[config.mk]
export PLATFORM = sky130hd
export DESIGN_NAME = spi_slave_regfile
export DESIGN_NICKNAME = d
export VERILOG_FILES = /design/src/rtl/spi_slave_pkg.sv /design/src/rtl/spi_sync_edge.sv /design/src/rtl/spi_slave_regfile.sv
export SDC_FILE = /design/constraint.sdc
export NUM_CORES = 1
export LEC_CHECK = 0
export BUFFER_PORTS_ARGS = -buffer_cell sky130_fd_sc_hd__buf_4
export CAP_MARGIN = 40
export CORE_ASPECT_RATIO = 1.1
export CORE_MARGIN = 4
export CORE_UTILIZATION = 58
export DETAILED_ROUTE_END_ITERATION = 7
export GPL_TIMING_DRIVEN = 0
export PLACE_DENSITY = 0.8
export SLEW_MARGIN = 15
export SYNTH_ARGS = -nofsm -noshare
export SYNTH_HDL_FRONTEND = slang
export SYNTH_SLANG_ARGS = --single-unit
[constraint.sdc]
create_clock -name clock -period 2.8 [get_ports clock]
set_clock_uncertainty 0.05 [all_clocks]
set_input_delay 0.14 -clock clock [delete_from_list [all_inputs] [get_ports clock]]
set_output_delay 0.14 -clock clock [all_outputs]
set_load 0.005 [all_outputs]
[src/rtl/spi_slave_pkg.sv]
// Shared types and helpers for the SPI slave register file.
package spi_slave_pkg;

  typedef enum logic [2:0] {
    StIdle,
    StId,
    StAddr,
    StWdata,
    StRdata,
    StIgnore,
    StDone
  } spi_state_e;

  localparam logic [7:0] DefIdWr     = 8'hFF;
  localparam logic [7:0] DefIdRd     = 8'h00;
  localparam logic [7:0] DefBaseAddr = 8'h10;

  function automatic int unsigned clog2(input int unsigned value);
    int unsigned res;
    int unsigned rem;
    res = 0;
    rem = (value > 0) ? value - 1 : 0;
    while (rem > 0) begin
      res = res + 1;
      rem = rem >> 1;
    end
    return res;
  endfunction

  function automatic int unsigned max3(input int unsigned a, input int unsigned b,
                                       input int unsigned c);
    int unsigned m;
    m = (a > b) ? a : b;
    return (m > c) ? m : c;
  endfunction

endpackage

[src/rtl/spi_sync_edge.sv]
// Two-flop synchroniser for an asynchronous input, with single-cycle rise/fall pulses
// derived from the synchronised level.
module spi_sync_edge #(
  parameter logic ResetVal = 1'b0
) (
  input  logic clock,
  input  logic reset,
  input  logic din,
  output logic dout,
  output logic rise,
  output logic fall
);

  logic meta_q, sync_q, prev_q;

  always_ff @(posedge clock or posedge reset) begin
    if (reset) begin
      meta_q <= ResetVal;
      sync_q <= ResetVal;
      prev_q <= ResetVal;
    end else begin
      meta_q <= din;
      sync_q <= meta_q;
      prev_q <= sync_q;
    end
  end

  assign dout = sync_q;
  assign rise = sync_q & ~prev_q;
  assign fall = ~sync_q & prev_q;

endmodule

[src/rtl/spi_slave_regfile.sv]
// SPI slave (CPHA=0) with an oversampled front end and a parallel-exported register file.
// Optional address auto-increment per data word: SPI_SLAVE_REGFILE_AUTOINC_EN.
module spi_slave_regfile
  import spi_slave_pkg::*;
#(
  parameter int unsigned       DATA_W    = 8,
  parameter int unsigned       ADDR_W    = 8,
  parameter int unsigned       NUM_REGS  = 4,
  parameter logic [ADDR_W-1:0] BASE_ADDR = ADDR_W'(DefBaseAddr),
  parameter logic [7:0]        ID_WR     = DefIdWr,
  parameter logic [7:0]        ID_RD     = DefIdRd,
  parameter bit                CPOL      = 1'b0,
  localparam int unsigned      IdxW      = (NUM_REGS > 1) ? clog2(NUM_REGS) : 1
) (
  input  logic                         clock,
  input  logic                         reset,
  input  logic                         ss,
  input  logic                         sclk,
  input  logic                         mosi,
  output logic                         miso,
  output logic                         miso_oe,
  output logic                         busy,
  output logic                         wr_strobe,
  output logic [IdxW-1:0]              wr_index,
  output logic [DATA_W-1:0]            wr_data,
  output logic [NUM_REGS*DATA_W-1:0]   regs_flat
);

  localparam int unsigned ShW  = max3(DATA_W, ADDR_W, 8);
  localparam int unsigned CntW = clog2(ShW) + 1;
  localparam int unsigned AW1  = ADDR_W + 1;
  localparam logic [ADDR_W:0] EndAddr = {1'b0, BASE_ADDR} + AW1'(NUM_REGS);

  logic ss_s, ss_rise, ss_fall;
  logic sclk_s, sclk_rise, sclk_fall;
  logic mosi_s, mosi_rise, mosi_fall;

  spi_sync_edge #(.ResetVal(1'b1)) u_sync_ss (
    .clock (clock),
    .reset (reset),
    .din   (ss),
    .dout  (ss_s),
    .rise  (ss_rise),
    .fall  (ss_fall)
  );

  spi_sync_edge #(.ResetVal(CPOL)) u_sync_sclk (
    .clock (clock),
    .reset (reset),
    .din   (sclk),
    .dout  (sclk_s),
    .rise  (sclk_rise),
    .fall  (sclk_fall)
  );

  spi_sync_edge #(.ResetVal(1'b0)) u_sync_mosi (
    .clock (clock),
    .reset (reset),
    .din   (mosi),
    .dout  (mosi_s),
    .rise  (mosi_rise),
    .fall  (mosi_fall)
  );

  spi_state_e          state_q, state_d;
  logic [CntW-1:0]     cnt_q, cnt_d;
  logic [ShW-1:0]      sh_q, sh_d, sh_in;
  logic [ADDR_W-1:0]   addr_q, addr_d;
  logic [DATA_W-1:0]   tx_q, tx_d;
  logic                miso_q, miso_d;
  logic                rd_q, rd_d;
  logic                wr_strobe_q, wr_strobe_d;
  logic [IdxW-1:0]     wr_index_q, wr_index_d;
  logic [DATA_W-1:0]   wr_data_q, wr_data_d;
  logic [DATA_W-1:0]   regs_q [NUM_REGS];
  logic [DATA_W-1:0]   regs_d [NUM_REGS];

  logic lead, trail, sclk_act;
  logic unused_sync;

  assign lead     = CPOL ? sclk_fall : sclk_rise;
  assign trail    = CPOL ? sclk_rise : sclk_fall;
  assign sclk_act = ~ss_s;
  assign sh_in    = {sh_q[ShW-2:0], mosi_s};

  assign unused_sync = ^{sclk_s, mosi_rise, mosi_fall, sh_q[ShW-1]};

  function automatic logic addr_hit(input logic [ADDR_W-1:0] a);
    return ({1'b0, a} >= {1'b0, BASE_ADDR}) && ({1'b0, a} < EndAddr);
  endfunction

  function automatic logic [IdxW-1:0] addr_idx(input logic [ADDR_W-1:0] a);
    logic [ADDR_W-1:0] off;
    off = a - BASE_ADDR;
    return IdxW'(off);
  endfunction

  function automatic logic [ADDR_W-1:0] addr_next(input logic [ADDR_W-1:0] a);
    if (addr_hit(a) && (addr_idx(a) == IdxW'(NUM_REGS - 1))) begin
      return BASE_ADDR;
    end
    return a + ADDR_W'(1);
  endfunction

  function automatic logic [DATA_W-1:0] read_word(input logic [ADDR_W-1:0] a);
    return addr_hit(a) ? regs_q[addr_idx(a)] : '0;
  endfunction

  always_comb begin
    state_d     = state_q;
    cnt_d       = cnt_q;
    sh_d        = sh_q;
    addr_d      = addr_q;
    tx_d        = tx_q;
    miso_d      = miso_q;
    rd_d        = rd_q;
    wr_strobe_d = 1'b0;
    wr_index_d  = wr_index_q;
    wr_data_d   = wr_data_q;
    regs_d      = regs_q;

    if (state_q == StIdle) begin
      if (ss_fall) begin
        state_d = StId;
      end
    end else if (state_q == StDone) begin
      state_d = StIdle;
    end else if (ss_rise) begin
      // Chip-select release wins over any coincident sclk edge.
      state_d = StDone;
    end else begin
      unique case (state_q)
        StId: begin
          if (lead && sclk_act) begin
            sh_d  = sh_in;
            cnt_d = cnt_q + CntW'(1);
            if (cnt_q == CntW'(7)) begin
              if (sh_in[7:0] == ID_WR) begin
                state_d = StAddr;
                rd_d    = 1'b0;
              end else if (sh_in[7:0] == ID_RD) begin
                state_d = StAddr;
                rd_d    = 1'b1;
              end else begin
                state_d = StIgnore;
              end
            end
          end
        end
        StAddr: begin
          if (lead && sclk_act) begin
            sh_d  = sh_in;
            cnt_d = cnt_q + CntW'(1);
            if (cnt_q == CntW'(ADDR_W - 1)) begin
              addr_d = sh_in[ADDR_W-1:0];
              if (rd_q) begin
                state_d = StRdata;
                tx_d    = read_word(sh_in[ADDR_W-1:0]);
              end else begin
                state_d = StWdata;
              end
            end
          end
        end
        StWdata: begin
          if (lead && sclk_act) begin
            sh_d  = sh_in;
            cnt_d = cnt_q + CntW'(1);
            if (cnt_q == CntW'(DATA_W - 1)) begin
              cnt_d = '0;
              if (addr_hit(addr_q)) begin
                regs_d[addr_idx(addr_q)] = sh_in[DATA_W-1:0];
                wr_strobe_d = 1'b1;
                wr_index_d  = addr_idx(addr_q);
                wr_data_d   = sh_in[DATA_W-1:0];
              end
`ifdef SPI_SLAVE_REGFILE_AUTOINC_EN
              addr_d = addr_next(addr_q);
`endif
            end
          end
        end
        StRdata: begin
          if (lead && sclk_act) begin
            cnt_d = cnt_q + CntW'(1);
            // Reload on the last sample so the next trailing edge drives the new MSB.
            if (cnt_q == CntW'(DATA_W - 1)) begin
              cnt_d = '0;
`ifdef SPI_SLAVE_REGFILE_AUTOINC_EN
              addr_d = addr_next(addr_q);
              tx_d   = read_word(addr_next(addr_q));
`else
              tx_d   = read_word(addr_q);
`endif
            end
          end else if (trail && sclk_act) begin
            miso_d = tx_q[DATA_W-1];
            tx_d   = {tx_q[DATA_W-2:0], 1'b0};
          end
        end
        default: begin
        end
      endcase
    end

    if (state_d != state_q) begin
      cnt_d = '0;
    end
    if (state_d != StRdata) begin
      miso_d = 1'b0;
    end
  end

  always_ff @(posedge clock or posedge reset) begin
    if (reset) begin
      state_q     <= StIdle;
      cnt_q       <= '0;
      sh_q        <= '0;
      addr_q      <= '0;
      tx_q        <= '0;
      miso_q      <= 1'b0;
      rd_q        <= 1'b0;
      wr_strobe_q <= 1'b0;
      wr_index_q  <= '0;
      wr_data_q   <= '0;
      for (int i = 0; i < int'(NUM_REGS); i++) begin
        regs_q[i] <= '0;
      end
    end else begin
      state_q     <= state_d;
      cnt_q       <= cnt_d;
      sh_q        <= sh_d;
      addr_q      <= addr_d;
      tx_q        <= tx_d;
      miso_q      <= miso_d;
      rd_q        <= rd_d;
      wr_strobe_q <= wr_strobe_d;
      wr_index_q  <= wr_index_d;
      wr_data_q   <= wr_data_d;
      regs_q      <= regs_d;
    end
  end

  for (genvar i = 0; i < int'(NUM_REGS); i++) begin : g_flat
    assign regs_flat[i*DATA_W +: DATA_W] = regs_q[i];
  end

  assign miso_oe   = (state_q == StRdata);
  assign miso      = miso_q & miso_oe;
  assign busy      = (state_q != StIdle);
  assign wr_strobe = wr_strobe_q;
  assign wr_index  = wr_index_q;
  assign wr_data   = wr_data_q;

endmodule

==> flow_summary.json, run 1 <==
{
  "outcome": "completed",
  "clock_tree.buffer_depth": 2,
  "die_y_um": 97.0,
  "rrSetupSlack_ns": 0.22,
  "totalPowerFinal_mw": 2.96,
  "period_minus_slack_ns": 2.58,
  "synth_simple_gate_area_share_pct": 12.5,
  "fmax_mhz": 388,
  "synthXorXnorAreaFrac_pct": 0.210,
  "synthToLayoutAreaGrowth_pct": 18.6,
  "vias": 2956,
  "syn_inst": 324,
  "synth-async-reset-ratio_pct": 100,
  "synth_top_area_share_pct": 47.9,
  "slew_headroom_pct": 57.2,
  "final-max-slew-violation-count": 0,
  "hpwl_mm": 6.74,
  "finalHoldViolations": 0,
  "io_buffers": 50,
  "yosys.area.top_type": "dfrtp_1",
  "start_util_pct": 59.7,
  "cts_sinks": 83,
  "most-common-layout-cells": "80 x dfrtp_1, 66 x mux2_2, 50 x buf_4",
  "synthMuxAreaShare_pct": 26.9,
  "synthAdderAreaFrac_pct": 0.299,
  "drive_above_1_share_pct": 43.8,
  "grt_use_total_pct": 24.2,
  "num_rows": 32,
  "drt-initial-drc-count": 166,
  "min_period_over_period_pct": 92.0,
  "required_ns": 3.05,
  "rr_worst_depth": 7,
  "ios": 51,
  "coreArea_um2": 7010,
  "yosys_register_bits": 83,
  "p_per_area_nw_per_um2": 598,
  "synth_area_um2": 4180,
  "ir_worst_vdd_v": 0.000465,
  "clk_pin_slew_ns": 0.08,
  "root_buffer": "clkbuf_8",
  "dieArea_um2": 8630,
  "worstMarginPinSlew_ns": 0.639,
  "r2r_end": "tx_q[2]$_DFFE_PP0P_",
  "synth_compound_area_share_pct": 7.39,
  "first_global_vias": 3081,
  "r2r-start": "state_q[0]$_DFF_PP0_",
  "setup_slack_ns": 0.225,
  "drt-pass1-iter-count": 4,
  "critPathLaunchType": "register",
  "grt_max_degree": 58,
  "yosysWarnings": 0,
  "routedWlPerCell_um": 20.0,
  "ant_nets": 0,
  "route.detailed.drc": 0,
  "final_common_cell": "dfrtp_1",
  "preCtsSetupSlack_ns": 0.283,
  "ys_types": 64,
  "via_per_inst": 6.16,
  "grt_pass1_wl_mm": 15.8,
  "crit_arrival_ns": 2.82,
  "synth_area_leaders": "dfrtp_1 48%, mux2_2 18%, mux4_2 8.6%",
  "drv_cap": 0,
  "critPathCaptureType": "register",
  "p_leak_nw": 2.36,
  "crit_fanout": 10,
  "rsz0062_at_grt": "no",
  "htree_levels": 3,
  "numCtsBuffers": 9,
  "grt_remaining_overflow": 0,
  "cts_tree": "done",
  "synth_nets": 330,
  "setup_viol": 0,
  "critPathKind": "reg -> reg",
  "synth_top_family_by_area": "multiplexers",
  "critPathLaunch": "state_q[0]$_DFF_PP0_",
  "yosys_most_used_dff": "dfrtp_1",
  "syn_area_per_cell_um2": 12.9,
  "antenna_found_initial": 0,
  "synth_edf_count": 0,
  "insertedDiodeCount": 0,
  "hp-class": "in -> async",
  "synth-seq-area-share_pct": 49.8,
  "wl_mm": 9.61,
  "clock_latency_ns": 0.36,
  "dieWidth_um": 88.9,
  "gp_congestion": 0.891,
  "nets": 396
}
## metrics by stage
stage	utilization, %	cell area, µm²	hold slack, ns	instances	setup TNS, ns
6_report	70.7	4960	0.273	480	0
5_1_grt	70.7	4960	0.309	480	0
4_1_cts	70.7	4960	0.264	480	0
3_5_place_dp	67.0	4690	0.100	460	0
3_3_place_gp	66.5	4660	0.200	459	-33.27
2_1_floorplan	-	4180	0.0945	324	0
## worst max-delay path: stages (launching register included)
cell,delay [ns]
dfrtp_1,0.37
clkbuf_1,0.24
nor3b_2,0.60
and4bb_2,0.32
clkbuf_1,0.39
a22oi_1,0.28
nand2_1,0.12
mux2_2,0.15
## Yosys cell counts (2+ instances only)
master    number
a21o_1         2
nand4_1        3
nor3b_1        2
o21a_1         2
a211oi_1       2
nor2b_1        2
mux2i_1        2
o22ai_1        3
nand2_1       22
a31oi_1        2
dfstp_2        3
inv_1          4
mux2_2        66
a21oi_1        7
nand2b_1       3
o21ai_0        2
and3_1         4
nand3_1        5
dfrtp_1       80
mux4_2        16
buf_1          2
buf_2          7
nor3_1         4
nor2_1        12
nor4_1         2
clkbuf_1      14
and2_1         3
a22o_1         2
a22oi_1        7
or4_1          3
o211ai_1       2
o31ai_1        2
## worst max-delay path by stage
stage                            end  slack, ns  cells after the start
2_1_floorplan  addr_q[0]$_DFFE_PP0P_       0.48                      1
3_3_place_gp     tx_q[5]$_DFFE_PP0P_      -0.42                      2
3_5_place_dp     tx_q[2]$_DFFE_PP0P_       0.28                      7
4_1_cts          tx_q[2]$_DFFE_PP0P_       0.25                      7
5_1_grt          tx_q[2]$_DFFE_PP0P_       0.10                      7
6_report         tx_q[2]$_DFFE_PP0P_       0.22                      7
## metal layers
metal  wire length [µm]  track usage, %  up-vias
li1                   -               -     1345
met4                225            10.3        0
met1               3980            32.3     1510
met5                  0               0        -
met3                488            4.26       22
met2               4910            38.6       79
## cell type report
class,instances,area [µm²]
sequential,83,2080
fill,497,2050
multi-input combinational,212,1970
timing repair buffer,55,443
clock buffer,9,124
buffer,24,106
tap,85,106
clock inverter,7,100
inverter,5,21.3
## logic make-up (layout without fill, tap and decap cells)
group           Yosys count  after routing
mux                      84             84
flops                    83             83
simple gates             83             83
compound gates           43             43
buf+inv                  29            100
fa+ha+maj                 1              1
xor+xnor                  1              1
## registers in the layout, indices dropped and copies added, names as in the netlist
signal	flops
regs_flat	32
addr_q	8
tx_q	8
wr_data	8
sh_q	7
cnt_q	4
state_q	3
wr_index	2
miso_q	1
rd_q	1
u_sync_mosi.dout	1
u_sync_mosi.meta_q	1
u_sync_sclk.dout	1
u_sync_sclk.meta_q	1
u_sync_sclk.prev_q	1
u_sync_ss.dout	1
u_sync_ss.meta_q	1
u_sync_ss.prev_q	1
wr_strobe	1
## what timing repair did
action | CTS | global route
setup buffers | 0 | 0
hold buffers | 4 | 0
gates resized for setup | 0 | 0
hold endpoints to repair | 29 | 0
## where the power goes
part           switching (mW)  internal, mW
Clock                   0.445         0.508
Combinational           0.482         0.228
Sequential             0.0393          1.26
Total                   0.966          2.00
No activity file was read; power rests on OpenSTA's default activity.
==> run 2, diff against run 1 <==
- CORE_MARGIN: 4 -> 2
==> run 2 against run 1 <==
Die area is 8.4% lower; register-to-register slack better by 0.03 ns; power is 0.98% lower; wire length is 2.9% lower; sequential cell count stayed put; utilization is 0.089 points lower; critical path type unchanged.
==> flow_summary.json, run 2 (synthesis gave the netlist of run 1 again) <==
{
  "min_period_over_period_pct": 90.8,
  "routedWlPerCell_um": 19.4,
  "coreArea_um2": 7010,
  "final_area_um2": 4950,
  "grt_pass1_wl_mm": 15.5,
  "nets": 396,
  "gp_congestion": 0.923,
  "clk_pin_slew_ns": 0.09,
  "clock_tree.buffer_depth": 2,
  "fmax_mhz": 393,
  "crit_arrival_ns": 2.72,
  "register_area_um2": 2080,
  "final-max-slew-violation-count": 0,
  "wl_mm": 9.33,
  "root_buffer": "clkbuf_8",
  "drt-initial-drc-count": 211,
  "required_ns": 2.98,
  "setup_slack_ns": 0.258,
  "io_buffers": 50,
  "most-common-layout-cells": "80 x dfrtp_1, 66 x mux2_2, 50 x buf_4",
  "clock_latency_ns": 0.34,
  "rr_worst_depth": 5,
  "hpwl_mm": 6.51,
  "final_common_cell": "dfrtp_1",
  "critPathCaptureType": "register",
  "fillers": 493,
  "placed_area_um2": 4690,
  "insertedDiodeCount": 0,
  "dieArea_um2": 7900,
  "grt_remaining_overflow": 0,
  "route.detailed.drc": 0,
  "antenna_found_initial": 0,
  "drt-pass1-iter-count": 5,
  "p_leak_nw": 2.36,
  "grt_use_total_pct": 25.2,
  "ios": 51,
  "numCtsBuffers": 9,
  "synthToLayoutAreaGrowth_pct": 18.4,
  "p_per_area_nw_per_um2": 593,
  "finalHoldViolations": 0,
  "htree_levels": 3,
  "largest_reg_flops": 32,
  "via_per_inst": 6.29,
  "period_minus_slack_ns": 2.54,
  "cts_sinks": 83,
  "critPathLaunchType": "register",
  "outcome": "completed",
  "rsz0062_at_grt": "no",
  "hold_ws_ns": 0.274,
  "crit_fanout": 8,
  "first_global_vias": 3013,
  "num_rows": 32,
  "cts_setup_buffers": 0,
  "totalPowerFinal_mw": 2.93,
  "hp-class": "in -> async",
  "setup_viol": 0,
  "cts_tree": "done",
  "grt_max_degree": 62,
  "worstMarginPinSlew_ns": 0.835,
  "start_util_pct": 59.7,
  "dieWidth_um": 84.9,
  "preCtsSetupSlack_ns": 0.258,
  "multiInputGateArea_um2": 1970,
  "ant_nets": 0,
  "ir_worst_vdd_v": 0.000399,
  "drive_above_1_share_pct": 43.5,
  "critPathKind": "reg -> reg",
  "vias": 3019,
  "drv_cap": 0,
  "die_y_um": 93.0,
  "slew_headroom_pct": 44.2
}
## run 2: cell type report
class                      instances  area share (%)
buffer                            24            2.15
clock buffer                      10            2.58
clock inverter                     6            1.82
inverter                           5           0.430
multi-input combinational        212            39.9
sequential                        83            42.0
tap                               85            2.15
timing repair buffer              55            8.95
## run 2: final timing paths
| kind | start | endpoint | slack (ns) |
|---|---|---|---|
| min reg2reg | u_sync_sclk.meta_q$_DFF_PP0_ | u_sync_sclk.dout$_DFF_PP0_ | 0.30 |
| max in group asynchronous | reset | cnt_q[3]$_DFFE_PP0P_ | 1.82 |
| max reg2reg | u_sync_ss.dout$_DFF_PP1_ | regs_flat[19]$_DFFE_PP0P_ | 0.26 |
| min in group clock | u_sync_sclk.meta_q$_DFF_PP0_ | u_sync_sclk.dout$_DFF_PP0_ | 0.30 |
| max | u_sync_ss.dout$_DFF_PP1_ | regs_flat[19]$_DFFE_PP0P_ | 0.26 |
| min | reset | addr_q[3]$_DFFE_PP0P_ | 0.27 |
## run 2: critical path: stages (launching register included)
cell and delay, ns:
dfstp_2 0.41, nor4b_1 0.57, and3_2 0.39, nand3_4 0.13
nor3b_4 0.49, mux2_2 0.39
## run 2: layer usage
metal  vias to the layer above  track usage, %  share of wire, %
li1                       1358               -                 -
met1                      1526            34.3                41
met2                       115            41.6                52
met3                        20            4.85               4.9
met4                         0            7.01               1.4
met5                         -               0                 0
## run 2: timing repair
item | in CTS | in global routing
gates resized for setup | 0 | 0
setup endpoints to repair | 0 | 0
hold buffers | 4 | 0
endpoints found under the hold margin | 25 | 0
## run 2: stage by stage
stage	util, %	std cells	TNS [ns]
after floorplan	-	324	0
after global placement	66.5	459	-34.97
after detailed placement	67.0	460	0
after CTS	70.6	480	0
after global routing	70.6	480	0
final	70.6	480	0
## run 2: report_power, final
| group | switching, mW | leakage [nW] | internal [mW] |
|---|---|---|---|
| Sequential | 0.0383 | 1.13 | 1.26 |
| Combinational | 0.480 | 1.12 | 0.228 |
| Clock | 0.422 | 0.106 | 0.504 |
